<file path="config.mk">
export PLATFORM = sky130hd
export DESIGN_NAME = imm_operand_pipe
export DESIGN_NICKNAME = d
export VERILOG_FILES = /design/src/rtl/imm_operand_pipe.sv
export SDC_FILE = /design/constraint.sdc
export NUM_CORES = 1
export LEC_CHECK = 0
export CAP_MARGIN = 20
export CELL_PAD_IN_SITES_DETAIL_PLACEMENT = 0
export CELL_PAD_IN_SITES_GLOBAL_PLACEMENT = 1
export CORE_MARGIN = 2
export CORE_UTILIZATION = 35
export CTS_CLUSTER_SIZE = 14
export DETAILED_ROUTE_END_ITERATION = 12
export PLACE_DENSITY = 0.91
export SLEW_MARGIN = 30
export SYNTH_ARGS = -nofsm -noshare
export SYNTH_HDL_FRONTEND = slang
export SYNTH_SLANG_ARGS = --single-unit
export TNS_END_PERCENT = 5
</file>
<file path="constraint.sdc">
create_clock -name clk -period 3.3 [get_ports clk]
set_clock_uncertainty 0.1 [all_clocks]
set_input_delay 0.33 -clock clk [delete_from_list [all_inputs] [get_ports clk]]
set_output_delay 0.33 -clock clk [all_outputs]
set_load 0.005 [all_outputs]
</file>
<file path="src/rtl/imm_operand_pipe.sv">
// rtl/imm_operand_pipe.sv - registered immediate-extend / source-select operand stage with 2-entry skid
//
// Purpose:
//   Forms one ALU operand per beat. The operand is either the immediate,
//   extended in one of four modes, or one of NUM_SRC register-bus sources.
//   The operand and an out-of-range-select error flag are registered behind
//   a valid/ready handshake. A main register M drives the outputs and a skid
//   register S absorbs one beat while the consumer stalls.
//
// Ports:
//   clk, rst_n            clock, asynchronous active-low reset
//   in_valid / in_ready   upstream handshake (in_ready is registered)
//   imm, ext_mode         raw immediate and extension mode
//                         (00 zero, 01 sign, 10 upper, 11 branch)
//   use_imm               1: operand = extended imm, 0: operand = src[src_sel]
//   src_sel, src_bus      source index and packed sources (k at [k*WIDTH +: WIDTH])
//   out_valid / out_ready downstream handshake
//   out_data, out_err     formed operand and out-of-range-select flag
module imm_operand_pipe #(
    parameter int WIDTH     = 32,
    parameter int IMM_WIDTH = 16,
    parameter int NUM_SRC   = 4,
    localparam int SEL_W    = (NUM_SRC > 2) ? $clog2(NUM_SRC) : 1
) (
    input  logic                     clk,
    input  logic                     rst_n,
    input  logic                     in_valid,
    output logic                     in_ready,
    input  logic [IMM_WIDTH-1:0]     imm,
    input  logic [1:0]               ext_mode,
    input  logic                     use_imm,
    input  logic [SEL_W-1:0]         src_sel,
    input  logic [NUM_SRC*WIDTH-1:0] src_bus,
    output logic                     out_valid,
    input  logic                     out_ready,
    output logic [WIDTH-1:0]         out_data,
    output logic                     out_err
);

    typedef enum logic [1:0] {
        ST_EMPTY = 2'd0,
        ST_ONE   = 2'd1,
        ST_TWO   = 2'd2
    } state_t;

    state_t           state_q, state_d;
    logic [WIDTH-1:0] m_data_q, m_data_d;
    logic             m_err_q, m_err_d;
    logic [WIDTH-1:0] s_data_q, s_data_d;
    logic             s_err_q, s_err_d;
    logic             in_ready_q, in_ready_d;

    logic [WIDTH-1:0] sext;
    logic [WIDTH-1:0] ext;
    logic [WIDTH-1:0] sel_data;
    logic             sel_ok;
    logic [WIDTH-1:0] beat_data;
    logic             beat_err;
    logic             accept;
    logic             drain;

    // Immediate extension
    always_comb begin
        sext = {{(WIDTH-IMM_WIDTH){imm[IMM_WIDTH-1]}}, imm};
        unique case (ext_mode)
            2'b00:   ext = {{(WIDTH-IMM_WIDTH){1'b0}}, imm};
            2'b01:   ext = sext;
            2'b10:   ext = {imm, {(WIDTH-IMM_WIDTH){1'b0}}};
            default: ext = {sext[WIDTH-3:0], 2'b00};
        endcase
    end

    // Source mux; an index with no matching source leaves sel_data at zero
    // and sel_ok low, which is how an out-of-range select is detected.
    always_comb begin
        sel_data = '0;
        sel_ok   = 1'b0;
        for (int k = 0; k < NUM_SRC; k++) begin
            if (src_sel == SEL_W'(k)) begin
                sel_data = src_bus[k*WIDTH +: WIDTH];
                sel_ok   = 1'b1;
            end
        end
    end

    always_comb begin
        beat_data = use_imm ? ext : sel_data;
        beat_err  = !use_imm && !sel_ok;
    end

    assign out_valid = (state_q != ST_EMPTY);
    assign in_ready  = in_ready_q;
    assign out_data  = m_data_q;
    assign out_err   = m_err_q;

    assign accept = in_valid && in_ready_q;
    assign drain  = out_valid && out_ready;

    // Next state and storage updates
    always_comb begin
        state_d  = state_q;
        m_data_d = m_data_q;
        m_err_d  = m_err_q;
        s_data_d = s_data_q;
        s_err_d  = s_err_q;

        unique case (state_q)
            ST_EMPTY: begin
                if (accept) begin
                    state_d  = ST_ONE;
                    m_data_d = beat_data;
                    m_err_d  = beat_err;
                end
            end
            ST_ONE: begin
                if (accept && drain) begin
                    m_data_d = beat_data;
                    m_err_d  = beat_err;
                end else if (drain) begin
                    state_d = ST_EMPTY;
                end else if (accept) begin
                    // M is still waiting for the consumer; park the new beat in S
                    state_d  = ST_TWO;
                    s_data_d = beat_data;
                    s_err_d  = beat_err;
                end
            end
            ST_TWO: begin
                if (drain) begin
                    state_d  = ST_ONE;
                    m_data_d = s_data_q;
                    m_err_d  = s_err_q;
                end
            end
            default: begin
                state_d = ST_EMPTY;
            end
        endcase

        // Registered so that in_ready is a pure function of state and has no
        // combinational path from out_ready or in_valid.
        in_ready_d = (state_d != ST_TWO);
    end

    always_ff @(posedge clk or negedge rst_n) begin
        if (!rst_n) begin
            state_q    <= ST_EMPTY;
            m_data_q   <= '0;
            m_err_q    <= 1'b0;
            s_data_q   <= '0;
            s_err_q    <= 1'b0;
            in_ready_q <= 1'b0;
        end else begin
            state_q    <= state_d;
            m_data_q   <= m_data_d;
            m_err_q    <= m_err_d;
            s_data_q   <= s_data_d;
            s_err_q    <= s_err_d;
            in_ready_q <= in_ready_d;
        end
    end

endmodule

</file>
Yosys cells after proc, flatten, opt, wreduce, memory -nomap -nowiden
Index checks and enable logic that the tools add are counted.

Register bits: 69.

Equality and inequality tests: 11. Multiplexer cells: 24. Bitwise gates (word level): 2. Reductions and logical operators: 13.

Operators with widths (number): 32-bit two-way mux (8); 32-bit one-hot mux with 3 select lines (2); 2-bit two-way mux (5); 2-bit == test (second input constant) (4); 2-bit != test (second input constant) (4); 4-bit AND reduction (2); 1-bit two-way mux (7); 2-bit by 1-bit == test with 1-bit output (second input constant) (3); 2-bit zero test (3); 2-bit one-hot mux with 3 select lines (1); 1-bit logical AND (4); 1-bit one-hot mux with 3 select lines (1); 3-bit nonzero test (1); 1-bit zero test (2); 1-bit inverter (2); 2-bit nonzero test (1).

Logic depth before layout (Yosys ltp)
Gate-level depths: netlist (run 1).

Word-level depth: 9. Gate-level depth with buffers: 7. Gate-level depth less buffers: 4.

Least setup slack after synthesis (run 1)
No wires, ideal clock.

Path type: input to register. From: in src_sel[0]. To: reg s_data_q[25]. Setup time: 0.137 ns. Data arrival time: 1.248 ns. Slack: 1.815 ns. Stages: 7. Buffers on the path: 3. Cell sequence: buf_6 -> buf_6 -> buf_6 -> mux2i_1 -> o22ai_1 -> a21oi_1 -> a21oi_1.

Word-level cells in the longest chain between the ends: 6. Elaborated cells on any way between the ends: 9. Those cells by class: 3 x eq/ne; 5 x mux; 1 x reduce/logical.

RTL lines: from (decl) (line 32) `input logic [SEL_W-1:0] src_sel,`; 2-bit zero test (line 79) `if (src_sel == SEL_W'(k)) begin`; 32-bit two-way mux (3 in a row) (line 79); 32-bit two-way mux * (line 79); 32-bit two-way mux * (line 87) `beat_data = use_imm ? ext : sel_data;`; to (signal assigned) (line 157) `s_data_q <= s_data_d;`; to (decl) (line 49) `logic [WIDTH-1:0] s_data_q, s_data_d;`.

Mark *: on every way between the ends. The rest lies on a longest branch, timed or not. A chain may end at the register's enable or synchronous reset.

Worst setup path after layout (run 1)
From: in ext_mode[1]. To: reg m_data_q[23] (netlist: out_data[23]).

Word-level cells in the longest chain between the ends: 5. Elaborated cells on any way between the ends: 8. Those cells by class: 2 x eq/ne; 5 x mux; 1 x reduce/logical.

RTL lines: from (decl) (line 30) `input logic [1:0] ext_mode,`; 2-bit == test, or another cell as far along (line 65) `unique case (ext_mode)`; 32-bit one-hot mux with 3 select lines * (line 65); 32-bit two-way mux * (line 87); 32-bit two-way mux (on tied branches) (line 116, 109); 32-bit one-hot mux with 3 select lines * (line 107) `unique case (state_q)`; to (signal assigned) (line 155) `m_data_q <= m_data_d;`; to (decl) (line 47) `logic [WIDTH-1:0] m_data_q, m_data_d;`.

Mark *: on every way between the ends. The rest lies on a longest branch, timed or not. The select of a mux whose other input is x is not followed.

==> run summary, run 1 <==
Area growth syn-to-layout -> 47.0%
Total GRT Usage -> 21.7%
slack of the critical path -> 1.04 ns
RSZ-0062 raised after global routing -> false
# DRC -> 0
Slew @ Worst Pin -> 0.965 ns
FILL cells -> 1152
Worst Hold Class -> register to register
core area -> 12700 um^2
max-slew violation count -> 0
grt ovf -> 0
Core Util, Final -> 53.1%
Std-Cell Rows -> 41
pre-CTS WS -> 0.732 ns
Final Non-Filler Cells -> 812
commonest cells after routing, fill and taps aside -> clkdlybuf4s50_1, a21oi_1, dfrtp_1
most common cell after layout, fill and taps aside -> clkdlybuf4s50_1
crit path kind -> input port to register
relative slew slack -> 35.6%
dpl cells -> 795
Synth Instances -> 470
flop and latch count out of synthesis -> 69
power per cell area -> 604 nW/um^2
die area -> 14000 um^2
first-pass GRT wire length -> 23.5 mm
antenna cells -> 0
clk slew on worst S/H paths -> 0.05 ns
WP data arrival -> 2.42 ns
Mapped Avg Cell Area -> 9.74 um^2
async set-reset flop share out of synthesis -> 100%
setup_tns -> 0 ns
WL final -> 15.2 mm
fin nets -> 788
GP Congestion -> 0.882
initial antenna violation count -> 0
Post-synth EDFFs -> 0
Initial Utilization -> 36.1%
setup bufs post-CTS -> 0
Die Wd -> 118 um
vias in the first global route -> 4434
Clock Path Buffers -> 2
leak pwr -> 2.73 nW
Ys Warns -> 0
DIE HEIGHT -> 118 um
MaxCap Viol Count -> 0
H-Tree Depth -> 3
io pins -> 188
CTS tree -> yes
Iter 0 DRT Violations -> 299
Num Clock Sinks -> 69
first drt pass iteration count -> 6
Hold Fails Final Rpt -> 0
FF+latch area -> 1730 um^2
ys flop type -> dfrtp_1
Max IR drop VDD -> 0.304 mV
WL per Instance -> 18.8 um
setup violators final -> 0
Yosys cell types -> 45
PortBufs -> 187
CP endpoint kind -> register
Detailed Place HPWL -> 11.5 mm
CP required -> 3.45 ns
total power -> 0.00406 W
Clock Tree Root -> clkbuf_16
final period utilization -> 68.6%
Via Count -> 4389
via-per-instance ratio -> 5.41
Multi-input gate area -> 2550 um^2
clk_lat worst skew -> 0.33 ns
syn nets -> 623
Worst Path Max Fanout -> 12
Tmin final -> 2.26 ns
sequential cell area fraction in the yosys report -> 37.7%
largest net degree at the start of global routing -> 70
f_max -> 442 MHz
status -> finished clean
Final ANT Viol Nets -> 0
post-synthesis cell area -> 4580 um^2
proportion of layout cells with a drive suffix above 1 -> 13.0%
TritonCTS Buffers -> 9
Critical Path Start Type -> input port
[final timing paths]
check | slack, ns | end | cells after the start | startpoint
hold / removal | 0.40 | s_err_q | 2 | s_err_q
setup reg to reg | 1.30 | s_data_q[25] | 5 | state_q[1]
min in group asynchronous | 0.47 | in_ready | 2 | rst_n
max in group asynchronous | 2.19 | out_data[30] | 2 | rst_n
setup / recovery | 1.04 | out_data[23] | 5 | ext_mode[1]
hold reg to reg | 0.40 | s_err_q | 2 | s_err_q
[final cells by class]
class                   count  share of cell area [%]
well taps                 172                    3.20
clock inverters             6                   0.577
multi-input cells         355                    38.0
inverters                   3                   0.167
flip-flops and latches     69                    25.7
clock buffers              10                    3.55
repair buffers            197                    28.9
[cells in the mapped netlist, drive strengths merged, types with 3 or more instances]
cell	instances	area, um^2
a21o	13	97.6
a21oi	75	375
a221oi	13	189
a31oi	3	18.8
and2	15	96.4
buf	36	264
clkbuf	7	26.3
dfrtp	69	1730
inv	3	11.3
mux2	35	394
mux2i	43	430
nand3	4	20.0
nand4	14	87.6
nand4b	15	131
nor2	67	262
o211ai	15	113
o21ai	3	15.0
o22ai	15	93.8
or2	3	18.8
[power by group]
| group | switching (W) | internal (W) |
|---|---|---|
| Clock | 0.000361 | 0.000525 |
| Sequential | 0.000245 | 0.00126 |
| Combinational | 0.000695 | 0.000977 |
[repair_timing]
item / in CTS / in global routing
endpoints found under the hold margin: 0 / 69
hold buffers: 0 / 1
resized for setup: 0 / 0
[state kept, by name, summed over array words and instances (netlist names)]
name and flops:
state_q 2, out_err 1, s_data_q 32, in_ready 1, out_data 32, s_err_q 1
[logic make-up (layout without fill, tap and decap cells)]
group,count (synthesis),after routing,synth area share (%)
AOI/OAI and AO/OA,146,146,21.3
and+or+nand+nor,129,129,15.4
muxes,80,80,19.0
DFF,69,69,37.7
buffers and inverters,46,216,6.59
[per-layer routing]
| metal | GRT usage [%] | vias up | wire [um] | share of wire, % |
|---|---|---|---|---|
| li1 | - | 2090 | - | - |
| met1 | 26.4 | 2074 | 6150 | 40 |
| met2 | 37.9 | 202 | 7770 | 51 |
| met3 | 4.92 | 23 | 1030 | 6.8 |
| met4 | 6.55 | 0 | 301 | 2.0 |
| met5 | 0 | - | 0 | 0 |
[metrics by stage]
step / hold slack (ns) / instance area, um^2
2_1_floorplan: -0.0656 / 4580
3_3_place_gp: 0.373 / 6430
3_5_place_dp: 0.395 / 6430
4_1_cts: 0.0512 / 6710
5_1_grt: 0.434 / 6720
6_report: 0.403 / 6720
[critical path, cell delays in order]
cell and delay, ns:
clkdlybuf4s50_1 0.73, nor2b_1 0.83, a21o_1 0.22, a21oi_1 0.12, a21oi_1 0.18
Power figures use the tool's default switching activity.
==> run 2: changes to the inputs <==
CORE_UTILIZATION = 29   (was 35)
PLACE_DENSITY = 0.8   (was 0.91)
clock period = 1.8 ns   (was 3.3 ns; I/O delays follow)
==> run summary, run 2 (synthesis results as in run 1) <==
DIE HEIGHT -> 130 um (+9.5%)
switching power -> 0.00252 W (+93%)
clk_lat worst skew -> 0.32 ns (about the same)
# DRC -> 0 (unchanged)
RSZ-0062 raised after global routing -> false
initial antenna violation count -> 1 (+1)
H-Tree Depth -> 3 (unchanged)
PortBufs -> 187 (unchanged)
fin nets -> 828 (+5.1%)
Total GRT Usage -> 19.9% (-1.7 points)
most common cell after layout, fill and taps aside -> clkdlybuf4s50_1
total power -> 0.00804 W (+98%)
grt ovf -> 0 (unchanged)
status -> finished clean
Die Wd -> 130 um (+9.5%)
MaxCap Viol Count -> 0 (unchanged)
WL final -> 16.6 mm (+9.0%)
Final ANT Viol Nets -> 0 (unchanged)
f_max -> 570 MHz
Worst Path Max Fanout -> 2 (-10)
Detailed Place HPWL -> 13.0 mm (+13%)
leak pwr -> 3.00 nW (+9.9%)
vias in the first global route -> 4658 (+5.1%)
CP max stage cell -> clkdlybuf4s50_1
crit-path max cell delay -> 0.44 ns (-0.39 ns)
dpl cells -> 872 (+9.7%)
via-per-instance ratio -> 5.06 (-6.4%)
P_int -> 0.00552 W (+100%)
clk slew on worst S/H paths -> 0.06 ns (about the same)
Worst Hold Class -> input port to asynchronous set/reset pin
Iter 0 DRT Violations -> 345 (+15%)
final worst hold slack -> 0.306 ns (-0.0975 ns)
WP data arrival -> 1.47 ns (-0.95 ns)
first-pass GRT wire length -> 25.4 mm (+8.1%)
Num Clock Sinks -> 69 (unchanged)
CTS tree -> yes
core area -> 15300 um^2 (+21%)
setup violators final -> 0 (unchanged)
worst-path cell chain -> or2_2, clkdlybuf4s50_1
setup_tns -> 0 ns (unchanged)
Clock Path Buffers -> 2 (unchanged)
Tmin final -> 1.75 ns
Comb pwr share -> 41.7% (+0.5 points)
Initial Utilization -> 29.9% (-6.2 points)
Std-Cell Rows -> 45 (+9.8%)
Sequential Power Share -> 34.4% (-2.6 points)
max-slew violation count -> 0 (unchanged)
WL per Instance -> 18.6 um (-0.81%)
clock share of power -> 23.9% (+2.1 points)
relative slew slack -> 63.7% (+28 points)
Via Count -> 4515 (+2.9%)
Max IR drop VDD -> 0.536 mV (+76%)
die area -> 16800 um^2 (+20%)
GP Congestion -> 0.858 (-2.7%)
first drt pass iteration count -> 7 (+1)
Hold Fails Final Rpt -> 0 (unchanged)
Clock Tree Root -> clkbuf_16
final period utilization -> 97.4%
Final Non-Filler Cells -> 892 (+9.9%)
TritonCTS Buffers -> 9 (unchanged)
proportion of layout cells with a drive suffix above 1 -> 18.5% (+5.6 points)
CP endpoint kind -> primary output
commonest cells after routing, fill and taps aside -> clkdlybuf4s50_1, a21oi_1, dfrtp_1
Area growth syn-to-layout -> 59.2%
Slew @ Worst Pin -> 0.545 ns (-0.420 ns)
crit path kind -> register to primary output
Critical Path Start Type -> register
largest net degree at the start of global routing -> 70 (unchanged)
CP required -> 1.52 ns (-1.93 ns)
Sw Share -> 31.3% (-0.75 points)
Reg2Reg Setup Slack -> 0.15 ns (-1.15 ns)
io pins -> 188 (unchanged)
power per cell area -> 1100 nW/um^2 (+83%)
run 2: cell types whose count changed in the layout (fill, tap and decap cells not counted), sizes merged:
cell,delta
buf,+40
bufinv,+2
clkbuf,-1
clkinv,-1
clkinvlp,-1
diode,+1
inv,+1
run 2: what timing repair did:
action	4_1_cts	5_1_grt
setup buffers	2	0
hold buffers	1	0
resized for setup	2	1
endpoints found under the setup margin	1	11
hold endpoints to repair	69	0
pin swaps	0	0
run 2: worst paths after layout:
| check | start | to | cells past startpoint |
|---|---|---|---|
| worst max-delay path | state_q[0] | out_valid | 2 |
| worst min-delay path | rst_n | out_data[13] | 3 |
| worst max register to register | state_q[1] | out_data[21] | 6 |
| worst min register to register | s_err_q | s_err_q | 2 |
| max in group asynchronous | rst_n | state_q[0] | 3 |
| min in group clk | use_imm | s_data_q[20] | 4 |
run 2: final cells by class:
type                    count  area (um^2)
repair buffers            237         2400
flip-flops and latches     69         1730
well taps                 211          264
clock inverters             7         98.8
diodes                      1         2.50
inverters                   3         11.3
multi-input cells         355         2550
fillers                  1461         8030
clock buffers               9          225
run 2: metrics by stage:
stage / util (%) / worst slack [ns] / cell area, um^2
6_report: 47.6 / 0.0471 / 7290
5_1_grt: 47.6 / 0.00241 / 7290
4_1_cts: 47.5 / 0.0351 / 7280
3_5_place_dp: 45.2 / -0.247 / 6930
3_3_place_gp: 45.2 / -0.229 / 6930
2_1_floorplan: - / 0.336 / 4580
run 2: metal layers:
layer  routed length (um)  up-vias  global-route usage, %
li1                     -     2165                      -
met4                  252        0                   4.62
met3                 1010       17                   3.80
met1                 6840     2173                   24.0
met2                 8520      160                   36.6
met5                    0        -                      0
run 2: power groups by stage:
stage	Clock [W]	Sequential [W]	Combinational (W)
final	0.00192	0.00277	0.00335
after global routing	0.00203	0.00286	0.00368
after CTS	0.00196	0.00278	0.00339
after detailed placement	0	0.00281	0.00332
after global placement	0	0.00277	0.00324
after floorplan	0	0.00267	0.00164
run 2: worst max-delay path, delay by kind of cell, from the launching register on:
family        cells  cell delay, ns
buf+inv           1            0.44
flops             1            0.41
simple gates      1            0.30
